File: config.mk
export PLATFORM = sky130hd
export DESIGN_NAME = weight_rom_stream_arbiter
export DESIGN_NICKNAME = d
export VERILOG_FILES = /design/src/rtl/weight_arb_pkg.sv /design/src/rtl/weight_arb_fifo.sv /design/src/rtl/weight_rom_stream_arbiter.sv
export SDC_FILE = /design/constraint.sdc
export NUM_CORES = 1
export LEC_CHECK = 0
export CAP_MARGIN = 20
export CELL_PAD_IN_SITES_DETAIL_PLACEMENT = 1
export CELL_PAD_IN_SITES_GLOBAL_PLACEMENT = 2
export CORE_AREA = 2 2 232 234
export CTS_CLUSTER_SIZE = 40
export DETAILED_ROUTE_END_ITERATION = 16
export DIE_AREA = 0 0 234 236
export DONT_BUFFER_PORTS = 1
export PLACE_DENSITY = 0.81
export SETUP_SLACK_MARGIN = 0.15
export SYNTH_ARGS = -nofsm -noshare
export SYNTH_HDL_FRONTEND = slang
export SYNTH_SLANG_ARGS = --single-unit
File: constraint.sdc
create_clock -name clk -period 4.8 [get_ports clk]
set_input_delay 0.48 -clock clk [delete_from_list [all_inputs] [get_ports clk]]
set_output_delay 0.48 -clock clk [all_outputs]
set_load 0.05 [all_outputs]
File: src/rtl/weight_arb_pkg.sv
// weight_arb_pkg: shared FSM states, ROM latency default and round-robin pick for the weight ROM arbiter
package weight_arb_pkg;
  typedef enum logic [1:0] {IDLE, ARB, STREAM, DRAIN} state_e;
  localparam int ROM_LATENCY_DEF = 2;
  // First set bit of pend at or after ptr, scanning modulo n; returns ptr when none is set.
  function automatic int rr_pick(input logic [31:0] pend, input int n, input int ptr);
    rr_pick = ptr;
    for (int k = n - 1; k >= 0; k--)
      if (pend[5'((ptr + k) % n)]) rr_pick = (ptr + k) % n;
  endfunction
endpackage

File: src/rtl/weight_arb_fifo.sv
// weight_arb_fifo: synchronous FIFO with same-cycle push/pop, legal even when full
// Ports: clk, rst (sync, active-high), push/din write side, pop/dout read side (dout = head),
//        count occupancy, full, empty.
module weight_arb_fifo #(
  parameter int WIDTH = 8,
  parameter int DEPTH = 4,
  parameter int CW = $clog2(DEPTH + 1)
) (
  input  logic             clk,
  input  logic             rst,
  input  logic             push,
  input  logic [WIDTH-1:0] din,
  input  logic             pop,
  output logic [WIDTH-1:0] dout,
  output logic [CW-1:0]    count,
  output logic             full,
  output logic             empty
);
  localparam int PW = DEPTH > 1 ? $clog2(DEPTH) : 1;
  logic [WIDTH-1:0] mem [DEPTH];
  logic [PW-1:0] wp, rp;
  logic wr, rd;
  assign empty = count == '0;
  assign full = count == CW'(DEPTH);
  assign rd = pop && !empty;
  assign wr = push && (!full || rd);
  assign dout = mem[rp];
  always_ff @(posedge clk)
    if (wr) mem[wp] <= din;
  always_ff @(posedge clk) begin
    if (rst) begin
      wp <= '0;
      rp <= '0;
      count <= '0;
    end else begin
      if (wr) wp <= wp == PW'(DEPTH - 1) ? '0 : wp + 1'b1;
      if (rd) rp <= rp == PW'(DEPTH - 1) ? '0 : rp + 1'b1;
      count <= count + CW'(wr) - CW'(rd);
    end
  end
endmodule

File: src/rtl/weight_rom_stream_arbiter.sv
// weight_rom_stream_arbiter: round-robin sharing of one pipelined weight ROM read port between NUM_REQ streams
// Ports: clk, rst (sync, active-high); req_start/req_base/req_len per-requester pass request;
//        req_busy, req_done per-requester status; rom_addr/rom_ce/rom_q ROM port;
//        data_out (shared bus), data_out_valid (one-hot), data_out_ready per-requester handshake;
//        grant_idx current/last granted requester.
// Optional macro WEIGHT_ARB_PERF_EN adds perf_stall_cnt, per-requester saturating 32-bit stall counters.
module weight_rom_stream_arbiter import weight_arb_pkg::*; #(
  parameter int NUM_REQ = 3,
  parameter int DATA_WIDTH = 128,
  parameter int DEPTH = 576,
  parameter int ROM_LATENCY = ROM_LATENCY_DEF,
  parameter int FIFO_DEPTH = 4,
  parameter int ADDR_WIDTH = $clog2(DEPTH) + 1,
  parameter int IDX_WIDTH = NUM_REQ > 1 ? $clog2(NUM_REQ) : 1
) (
  input  logic                          clk,
  input  logic                          rst,
  input  logic [NUM_REQ-1:0]            req_start,
  input  logic [NUM_REQ*ADDR_WIDTH-1:0] req_base,
  input  logic [NUM_REQ*ADDR_WIDTH-1:0] req_len,
  output logic [NUM_REQ-1:0]            req_busy,
  output logic [NUM_REQ-1:0]            req_done,
  output logic [ADDR_WIDTH-1:0]         rom_addr,
  output logic                          rom_ce,
  input  logic [DATA_WIDTH-1:0]         rom_q,
  output logic [DATA_WIDTH-1:0]         data_out,
  output logic [NUM_REQ-1:0]            data_out_valid,
  input  logic [NUM_REQ-1:0]            data_out_ready,
`ifdef WEIGHT_ARB_PERF_EN
  output logic [NUM_REQ*32-1:0]         perf_stall_cnt,
`endif
  output logic [IDX_WIDTH-1:0]          grant_idx
);
  localparam int CW = $clog2(FIFO_DEPTH + 1);
  state_e state, state_n;
  logic [NUM_REQ-1:0] pending;
  logic [ADDR_WIDTH-1:0] base_r [NUM_REQ];
  logic [ADDR_WIDTH-1:0] len_r [NUM_REQ];
  logic [IDX_WIDTH-1:0] rr_ptr, win;
  logic [ADDR_WIDTH-1:0] issue_cnt, dlv_cnt;
  logic [ROM_LATENCY-1:0] tag;
  logic [CW-1:0] count;
  logic full, empty, issue, pop, active, done;
  generate
    if (FIFO_DEPTH < ROM_LATENCY + 1) begin : g_depth_chk
      $error("FIFO_DEPTH must be at least ROM_LATENCY+1");
    end
  endgenerate
  assign rom_ce = 1'b1;
  assign win = IDX_WIDTH'(rr_pick(32'(pending), NUM_REQ, int'(rr_ptr)));
  assign active = state == STREAM || state == DRAIN;
  // Credit: every issued word already has a FIFO slot reserved, counting words still in the ROM pipe.
  assign issue = state == STREAM && issue_cnt != '0 && !full && int'(count) + $countones(tag) < FIFO_DEPTH;
  assign pop = !empty && data_out_ready[grant_idx];
  assign done = state == DRAIN && dlv_cnt == '0 && empty;
  assign req_busy = pending | (NUM_REQ'(active) << grant_idx);
  assign req_done = NUM_REQ'(done) << grant_idx;
  assign data_out_valid = NUM_REQ'(!empty) << grant_idx;
  weight_arb_fifo #(.WIDTH(DATA_WIDTH), .DEPTH(FIFO_DEPTH)) u_fifo (
    .clk(clk),
    .rst(rst),
    .push(tag[ROM_LATENCY-1]),
    .din(rom_q),
    .pop(pop),
    .dout(data_out),
    .count(count),
    .full(full),
    .empty(empty)
  );
  always_comb begin
    state_n = state;
    case (state)
      IDLE:    state_n = |pending ? ARB : IDLE;
      ARB:     state_n = len_r[win] == '0 ? DRAIN : STREAM;
      STREAM:  state_n = issue_cnt == '0 ? DRAIN : STREAM;
      DRAIN:   state_n = done ? IDLE : DRAIN;
      default: state_n = IDLE;
    endcase
  end
  always_ff @(posedge clk) begin
    if (rst) begin
      state <= IDLE;
      pending <= '0;
      rr_ptr <= '0;
      grant_idx <= '0;
      rom_addr <= '0;
      issue_cnt <= '0;
      dlv_cnt <= '0;
      tag <= '0;
      for (int i = 0; i < NUM_REQ; i++) begin
        base_r[i] <= '0;
        len_r[i] <= '0;
      end
    end else begin
      state <= state_n;
      // rom_addr is presented combinationally to the ROM, so the tag tracks the data ROM_LATENCY cycles behind it.
      tag <= (tag << 1) | ROM_LATENCY'(issue);
      for (int i = 0; i < NUM_REQ; i++)
        if (req_start[i] && !req_busy[i]) begin
          pending[i] <= 1'b1;
          base_r[i] <= req_base[i*ADDR_WIDTH +: ADDR_WIDTH];
          len_r[i] <= req_len[i*ADDR_WIDTH +: ADDR_WIDTH];
        end
      if (state == ARB) begin
        pending[win] <= 1'b0;
        grant_idx <= win;
        rom_addr <= base_r[win];
        issue_cnt <= len_r[win];
        dlv_cnt <= len_r[win];
        rr_ptr <= win == IDX_WIDTH'(NUM_REQ - 1) ? '0 : win + 1'b1;
      end
      if (issue) begin
        rom_addr <= rom_addr == ADDR_WIDTH'(DEPTH - 1) ? '0 : rom_addr + 1'b1;
        issue_cnt <= issue_cnt - 1'b1;
      end
      if (pop) dlv_cnt <= dlv_cnt - 1'b1;
    end
  end
`ifdef WEIGHT_ARB_PERF_EN
  always_ff @(posedge clk) begin
    for (int i = 0; i < NUM_REQ; i++)
      if (rst) perf_stall_cnt[i*32 +: 32] <= '0;
      else if (req_busy[i] && !(data_out_valid[i] && data_out_ready[i]) && perf_stall_cnt[i*32 +: 32] != '1)
        perf_stall_cnt[i*32 +: 32] <= perf_stall_cnt[i*32 +: 32] + 1'b1;
  end
`endif
endmodule
==> results of run 1 <==
==> logic make-up (layout without fill, tap and decap cells) <==
logic type	Yosys count	after routing	synth area share, %
other cells	1	10	0.0153
buf+inv	86	301	1.40
fa+ha+maj	21	21	1.11
compound gates	119	119	3.12
xor+xnor	1	1	0.0358
simple gates	262	262	5.59
mux	165	165	13.4
flops	631	631	75.4
==> cell type report <==
cell class / count / share of cell area, %
Antenna cell: 9 / 0.0778
Clock buffer: 84 / 6.23
Clock inverter: 41 / 1.43
Inverter: 24 / 0.311
Multi-Input combinational cell: 569 / 19.8
Sequential cell: 631 / 63.6
Tap cell: 696 / 3.01
Timing Repair Buffer: 152 / 5.56
==> through the flow <==
step | area, sq um | utilization, % | setup slack [ps] | total power, W
final | 29000 | 54.6 | 1360 | 0.0169
after global routing | 29000 | 54.6 | 1070 | 0.0177
after CTS | 28900 | 54.4 | 1320 | 0.0170
after detailed placement | 25400 | 47.8 | 1340 | 0.0117
after global placement | 25400 | 47.8 | 1490 | 0.0116
after floorplan | 24400 | - | 1500 | 0.0108
==> worst max path at each step <==
stage / startpoint / end / slack [ps] / cells after the start
after floorplan: grant_idx[1] / u_fifo.mem[0][0] / 1500 / 4
final: rr_ptr[0] / dlv_cnt[10] / 1360 / 11
after global routing: rr_ptr[0] / state[0] / 1070 / 11
after detailed placement: rr_ptr[1] / dlv_cnt[10] / 1340 / 12
after CTS: rr_ptr[1] / dlv_cnt[10] / 1320 / 12
after global placement: rr_ptr[1] / dlv_cnt[10] / 1490 / 12
==> synth_stat cells (2+ instances only) <==
cell       instances  area, sq um
a211oi_1           3         22.5
dfxtp_1           53         1060
or4_1              3         22.5
nand3_1            7         35.0
buf_1             15         56.3
nor4_1             6         37.5
a222oi_1           2         20.0
o21a_1             2         15.0
or3_1              4         25.0
a21oi_1           48          240
a221oi_1          10         87.6
o22a_1             3         26.3
nor3b_1            6         45.0
o41ai_1            2         17.5
nor2_1            70          263
nand2b_1          12         75.1
o211ai_1           6         45.0
mux4_2           128         2880
edfxtp_1         578        17400
and2_1            66          413
o21ba_2            2         20.0
a31oi_1            8         50.1
nor2b_1            6         37.5
o2bb2ai_1          2         17.5
nand2_1           49          184
o21ai_0           17         85.1
mux2i_1           31          310
mux2_2             4         45.0
and3_1            11         68.8
buf_2              6         30.0
inv_1             24         90.1
ha_1              20          250
nor3_1            10         50.1
clkbuf_1          39          146
nand4_1            2         12.5
==> worst max-delay path, stage by stage, from the launching register on <==
cell	delay, ps
dfxtp_1	400
inv_1	150
ha_1	350
nor2_1	160
mux2i_1	400
a21oi_1	140
a22oi_2	320
buf_4	430
mux2_2	380
mux2i_1	320
nand2b_1	180
a31oi_1	80
==> state kept, by name, summed over array words and instances, names as in the netlist, 3 cells and up, named ones only <==
name,cells
u_fifo.mem,512
len_r,33
base_r,33
u_fifo.count,3
dlv_cnt,11
issue_cnt,11
rom_addr,11
pending,3
==> metal layers <==
| metal | vias up | part of all wire (%) |
|---|---|---|
| met3 | 118 | 9.0 |
| met1 | 6474 | 38 |
| met4 | 8 | 3.1 |
| met2 | 538 | 49 |
| met5 | - | 0.067 |
| li1 | 5491 | - |
==> power breakdown <==
| group | internal (W) | switching, W |
|---|---|---|
| clock | 0.00299 | 0.00224 |
| combinational | 0.00152 | 0.00331 |
| sequential | 0.00637 | 0.000523 |
==> cells in the final DEF, fill, tap and decap left out, types with 6 or more instances in the layout <==
| master | count |
|---|---|
| dlygate4sd3_1 | 128 |
| o211ai_1 | 6 |
| edfxtp_1 | 578 |
| mux4_2 | 128 |
| nor3_1 | 8 |
| clkinv_1 | 11 |
| nor4_1 | 6 |
| a21oi_1 | 48 |
| mux2i_1 | 31 |
| clkbuf_16 | 70 |
| nand2b_1 | 12 |
| nand2_1 | 49 |
| clkinv_2 | 13 |
| and3_1 | 7 |
| a221oi_1 | 10 |
| nand3_1 | 7 |
| dfxtp_1 | 51 |
| ha_1 | 20 |
| diode_2 | 9 |
| a31oi_1 | 7 |
| nor2_1 | 70 |
| inv_1 | 24 |
| nor3b_1 | 6 |
| o21ai_0 | 17 |
| clkbuf_1 | 14 |
| and2_1 | 66 |
| buf_4 | 11 |
| buf_12 | 10 |
==> timing repair <==
| item | in CTS | in global routing |
|---|---|---|
| hold buffers | 129 | 0 |
| gates resized for setup | 0 | 0 |
| endpoints found under the hold margin | 564 | 0 |
| setup endpoints to repair | 0 | 0 |
==> reports/metrics.cfg, run 1 <==
[status]
status=finished clean

[cts]
cts.reportedPaths.clkPinSlew_ps=60
cts_sinks=631
numCtsBuffers=69
root_buffer=clkbuf_16
cts_max_path_buffers=3
cts.htree.levels=3
postCtsSetupRepairBufs=0
cts_tree=done
clock_latency_ps=620

[critical_path]
r2r-end=dlv_cnt[10]
path_class=register to register
reg2reg_from=rr_ptr[0]
rr_worst_depth=11
cp-start-kind=register
cp.required_ps=5270
crit_fanout=24
end_kind=register
r2r_slack_ps=1360
crit_arrival_ps=3910

[sta]
max_freq_mhz=291
hold_slack_ps=72.8
finalCritPeriodShare_pct=71.6
final.min_clock_period_ps=3440
relSlewSlack_pct=37.2
worst_pin_slew_ps=943
hold_viol=0
grt_setup_unrepaired=false
setup_viol=0
maxSlewViolCount=0
finalClockSkew_ps=28.6
fin_tns_setup_ps=0

[power]
peakVddDrop_uv=322
p_leak_nw=9.43
powerDensity_mw_per_mm2=585

[routing]
drt-pass1-iter-count=5
wl_per_cell_microns=27.7
wirelength_mm=61.0
drc=0
drt-initial-drc-count=799
avgViaCountPerCell=5.72
vias=12600
detail-route-antenna-nets=0

[global_routing]
grt_pass1_wl_mm=90.2
grt_pass1_vias=13500
use_met2_pct=36.7
grt.met3_usage_pct=7.16
overflow=0
top_usage_layer=met2
met1_usage_pct=27.6
track_usage_pct=22.3
grt_max_degree=80
antenna_found_initial=10

[finish]
nets=1670
multi_input_comb_area_sq_mm=0.00573
fill_cells=4634
area_growth_pct=18.5
final-instance-count-excl-fill=2206
seqCellArea_sq_mm=0.0184
drive_gt1_share_pct=18.5

[place]
place_congestion=0.778
dp_cells=1939
place_hpwl_mm=35.3
portBuffers=0

[synthesis]
synth_seq_cells=631
synth_edf_count=578
yosysSeqAreaShare_pct=75.4
netlist_instances=1286
ys_types=66
yosysWarningCount=0
netlist_area_sq_mm=0.0244
syn-num-nets=1509
avgSynthCellArea_sq_um=19.0
synth_flop_cell=edfxtp_1
synthArstFlopShare_pct=0

[die]
rows=85
die_x_microns=234
dieHeight_microns=236
io_pins=353
initial_utilization_pct=46.0
die_area_sq_mm=0.0552
coreArea_sq_mm=0.0531

[run]
drv_cap=0

[min_path]
holdPathEnd=base_r[1][10]
worstHoldStart=req_base[21]
hp-class=input port to register
whs_path_depth=1

Note: power is estimated with default switching activity, not from simulation.
==> inputs of run 2 (changes only) <==
--- a/config.mk
+++ b/config.mk
@@ -8,12 +8,12 @@
 export CAP_MARGIN = 20
 export CELL_PAD_IN_SITES_DETAIL_PLACEMENT = 1
 export CELL_PAD_IN_SITES_GLOBAL_PLACEMENT = 2
-export CORE_AREA = 2 2 232 234
+export CORE_AREA = 2 2 245 247
 export CTS_CLUSTER_SIZE = 40
 export DETAILED_ROUTE_END_ITERATION = 16
-export DIE_AREA = 0 0 234 236
+export DIE_AREA = 0 0 247 249
 export DONT_BUFFER_PORTS = 1
-export PLACE_DENSITY = 0.81
+export PLACE_DENSITY = 0.77
 export SETUP_SLACK_MARGIN = 0.15
 export SYNTH_ARGS = -nofsm -noshare
 export SYNTH_HDL_FRONTEND = slang
==> constraint.sdc (replaced) <==
create_clock -name clk -period 2.99 [get_ports clk]
set_input_delay 0.299 -clock clk [delete_from_list [all_inputs] [get_ports clk]]
set_output_delay 0.299 -clock clk [all_outputs]
set_load 0.05 [all_outputs]
==> run 2 against run 1 <==
Compared with the run above:
- core utilization down 2.2 points
- highest routed layer unchanged
- cell area up 6.1%
- critical path type unchanged
- sequential power up 57%
- largest cell class unchanged
- final cell count up 9.6%
- total power up 70%
- first-iteration DRC count up 7.6%
- sequential share of layout area down 3.6 points
- worst hold slack better by 55 ps
- clock-buffer cell count up 3
- critical path depth up 4
- critical endpoint is now state[0]
==> reports/metrics.cfg, run 2 (same netlist as run 1, synthesis figures left out) <==
[status]
status=finished clean  ; unchanged

[global_routing]
track_usage_pct=20.1  ; was 22.3%
antenna_found_initial=9  ; was 10
grt_pass1_wl_mm=92.4  ; was 90.2 mm
grt_max_degree=69  ; was 80
grt_pass1_vias=14200  ; was 13,500
overflow=0  ; unchanged

[sta]
finalCritPeriodShare_pct=93.3  ; was 71.6%
fin_tns_setup_ps=0  ; unchanged
maxSlewViolCount=0  ; unchanged
worst_pin_slew_ps=882  ; was 943 ps
finalClockSkew_ps=25.1  ; was 28.6 ps
final.min_clock_period_ps=2790  ; was 3440 ps
max_freq_mhz=358  ; was 291 MHz
relSlewSlack_pct=41.0  ; was 37.2%
setup_viol=0  ; unchanged
grt_setup_unrepaired=true  ; was false
hold_viol=0  ; unchanged

[die]
io_pins=353  ; unchanged
die_x_microns=247  ; was 234 microns
initial_utilization_pct=41.6  ; was 46.0%
rows=89  ; was 85
dieHeight_microns=249  ; was 236 microns
die_area_sq_mm=0.0615  ; was 0.0552 sq mm
coreArea_sq_mm=0.0587  ; was 0.0531 sq mm

[routing]
wl_per_cell_microns=25.7  ; was 27.7 microns
avgViaCountPerCell=5.42  ; was 5.72
vias=13100  ; was 12,600
drt-pass1-iter-count=7  ; was 5
drt-initial-drc-count=860  ; was 799
drc=0  ; unchanged
detail-route-antenna-nets=0  ; unchanged
wirelength_mm=62.2  ; was 61.0 mm

[power]
peakVddDrop_uv=716  ; was 322 uV
powerDensity_mw_per_mm2=938  ; was 585 mW/mm^2
p_leak_nw=10.1  ; was 9.43 nW

[place]
place_congestion=0.787  ; was 0.778
place_area_sq_mm=0.0259  ; was 0.0254 sq mm
dp_cells=2060  ; was 1,939
portBuffers=0  ; unchanged
place_hpwl_mm=36.3  ; was 35.3 mm

[critical_path]
cp.required_ps=3550  ; was 5270 ps
critPathSlowestCell=dfxtp_4  ; was buf_4
crit_start=rr_ptr[0]  ; unchanged
r2r-end=state[0]  ; was dlv_cnt[10]
crit_fanout=6  ; was 24
crit_top_cell=buf_12  ; was mux2i_1
crit_arrival_ps=3350  ; was 3910 ps
reg2reg_from=rr_ptr[0]  ; unchanged
slowest_delay_ps=380  ; was 430 ps
path_class=register to register  ; unchanged
r2r_slack_ps=200  ; was 1360 ps
cp-start-kind=register  ; unchanged
crit_cells=15  ; was 11
crit_end=state[0]  ; was dlv_cnt[10]
worstPathCellList=inv_6 -> ha_4 -> inv_1 -> ha_1 -> nand2b_1 -> mux2i_2 -> a32o_1 -> a22oi_2 -> buf_12 -> buf_6 -> buf_12 -> mux2i_1 -> a21oi_2 -> nor4_2 -> a31o_2  ; was inv_1 -> ha_1 -> nor2_1 -> mux2i_1 -> a21oi_1 -> a22oi_2 -> buf_4 -> mux2_2 -> mux2i_1 -> nand2b_1 -> a31oi_1
rr_worst_depth=15  ; was 11
crit_buf_inv=5  ; was 2
cpLargestDelayFamily=compound AO/OA/AOI/OAI gates  ; was multiplexers
end_kind=register  ; unchanged

[min_path]
hp-class=input port to register  ; unchanged

[cts]
cts.reportedPaths.clkPinSlew_ps=60  ; about the same
cts_sinks=631  ; unchanged
cts_max_path_buffers=3  ; unchanged
numCtsBuffers=69  ; unchanged
clock_latency_ps=620  ; about the same
cts_tree=done  ; unchanged
root_buffer=clkbuf_16  ; unchanged
cts.htree.levels=3  ; unchanged

[finish]
final_area_sq_mm=0.0307  ; was 0.0290 sq mm
fill_cells=5270  ; was 4,634
nets=1807  ; was 1,670
area_growth_pct=25.8  ; was 18.5%
largest_register_ffs=512  ; unchanged
final-instance-count-excl-fill=2417  ; was 2,206
largest_register=u_fifo.mem  ; unchanged
final_cell_mix=edfxtp_1 (578), dlygate4sd3_1 (198), mux4_2 (128)  ; was edfxtp_1 (578), mux4_2 (128), dlygate4sd3_1 (128)
final_common_cell=edfxtp_1  ; unchanged
largestRegisters=u_fifo.mem x512, base_r x33, len_r x33  ; unchanged
drive_gt1_share_pct=23.7  ; was 18.5%

[run]
drv_cap=0  ; unchanged

[run 2: changes by cell type in the layout (fill, tap and decap cells not counted), moves of 5 or more]
cell,previous run,this run
buf_4,11,62
ha_1,20,15
mux2i_1,31,23
a21oi_2,1,10
dlygate4sd3_1,128,198
a21oi_1,48,38
ha_4,0,5
buf_12,10,19
mux2i_2,0,6
[run 2: layer usage]
layer | routed length (microns) | share of wire, % | up-vias | GRT usage (%)
met5 | 76 | 0.12 | - | 0
met4 | 1380 | 2.2 | 12 | 5.59
met3 | 5140 | 8.3 | 104 | 6.08
met2 | 32000 | 52 | 537 | 34.6
met1 | 23600 | 38 | 6699 | 24.3
li1 | - | - | 5737 | -
[run 2: worst register-to-register path, stage by stage, from the launching register on]
cell and delay [ps]:
dfxtp_4 380, inv_6 80, ha_4 120, inv_1 40
ha_1 270, nand2b_1 90, mux2i_2 100, a32o_1 240
a22oi_2 270, buf_12 180, buf_6 110, buf_12 100
mux2i_1 210, a21oi_2 110, nor4_2 260, a31o_2 190
[run 2: final cells by class]
type	count	area (sq um)	share of cell area, %
Inverter	24	95.1	0.309
Antenna cell	6	15.0	0.0488
Sequential cell	631	18400	60.0
Clock buffer	87	1790	5.84
Tap cell	773	967	3.15
Timing Repair Buffer	289	3000	9.75
Multi-Input combinational cell	569	5990	19.5
Clock inverter	38	443	1.44
[run 2: timing repair]
item                                    in CTS  in global routing
pin swaps                                    4                 13
hold buffers                               199                  0
buffers inserted                             5                 19
endpoints found under the setup margin      29                 43
endpoints found under the hold margin      631                  0
resized for setup                           13                 59
cloned                                       1                  1
[run 2: power breakdown]
group          internal (W)  switching (W)
Combinational       0.00347        0.00611
Sequential           0.0102       0.000552
Clock               0.00478        0.00368
[run 2: how the worst min path moves through the flow]
stage,start,to,slack (ps),cells past startpoint
after global placement,rst,rr_ptr[0],380,1
after CTS,rst,len_r[0][2],210,2
after global routing,rst,len_r[2][9],130,1
after detailed placement,rst,grant_idx[1],390,1
after floorplan,rom_q[0],u_fifo.mem[0][0],400,0
final,rst,len_r[2][9],130,1
[run 2: stage by stage]
step                      hold slack (ps)  setup WS, ps  power (W)  util [%]
after CTS                             210           154     0.0282      51.6
after global routing                  130          68.4     0.0300      52.4
final                                 127           199     0.0288      52.4
after detailed placement              387         -44.4     0.0193      44.2
after floorplan                       398         -53.4     0.0173         -
after global placement                383           106     0.0192      44.2
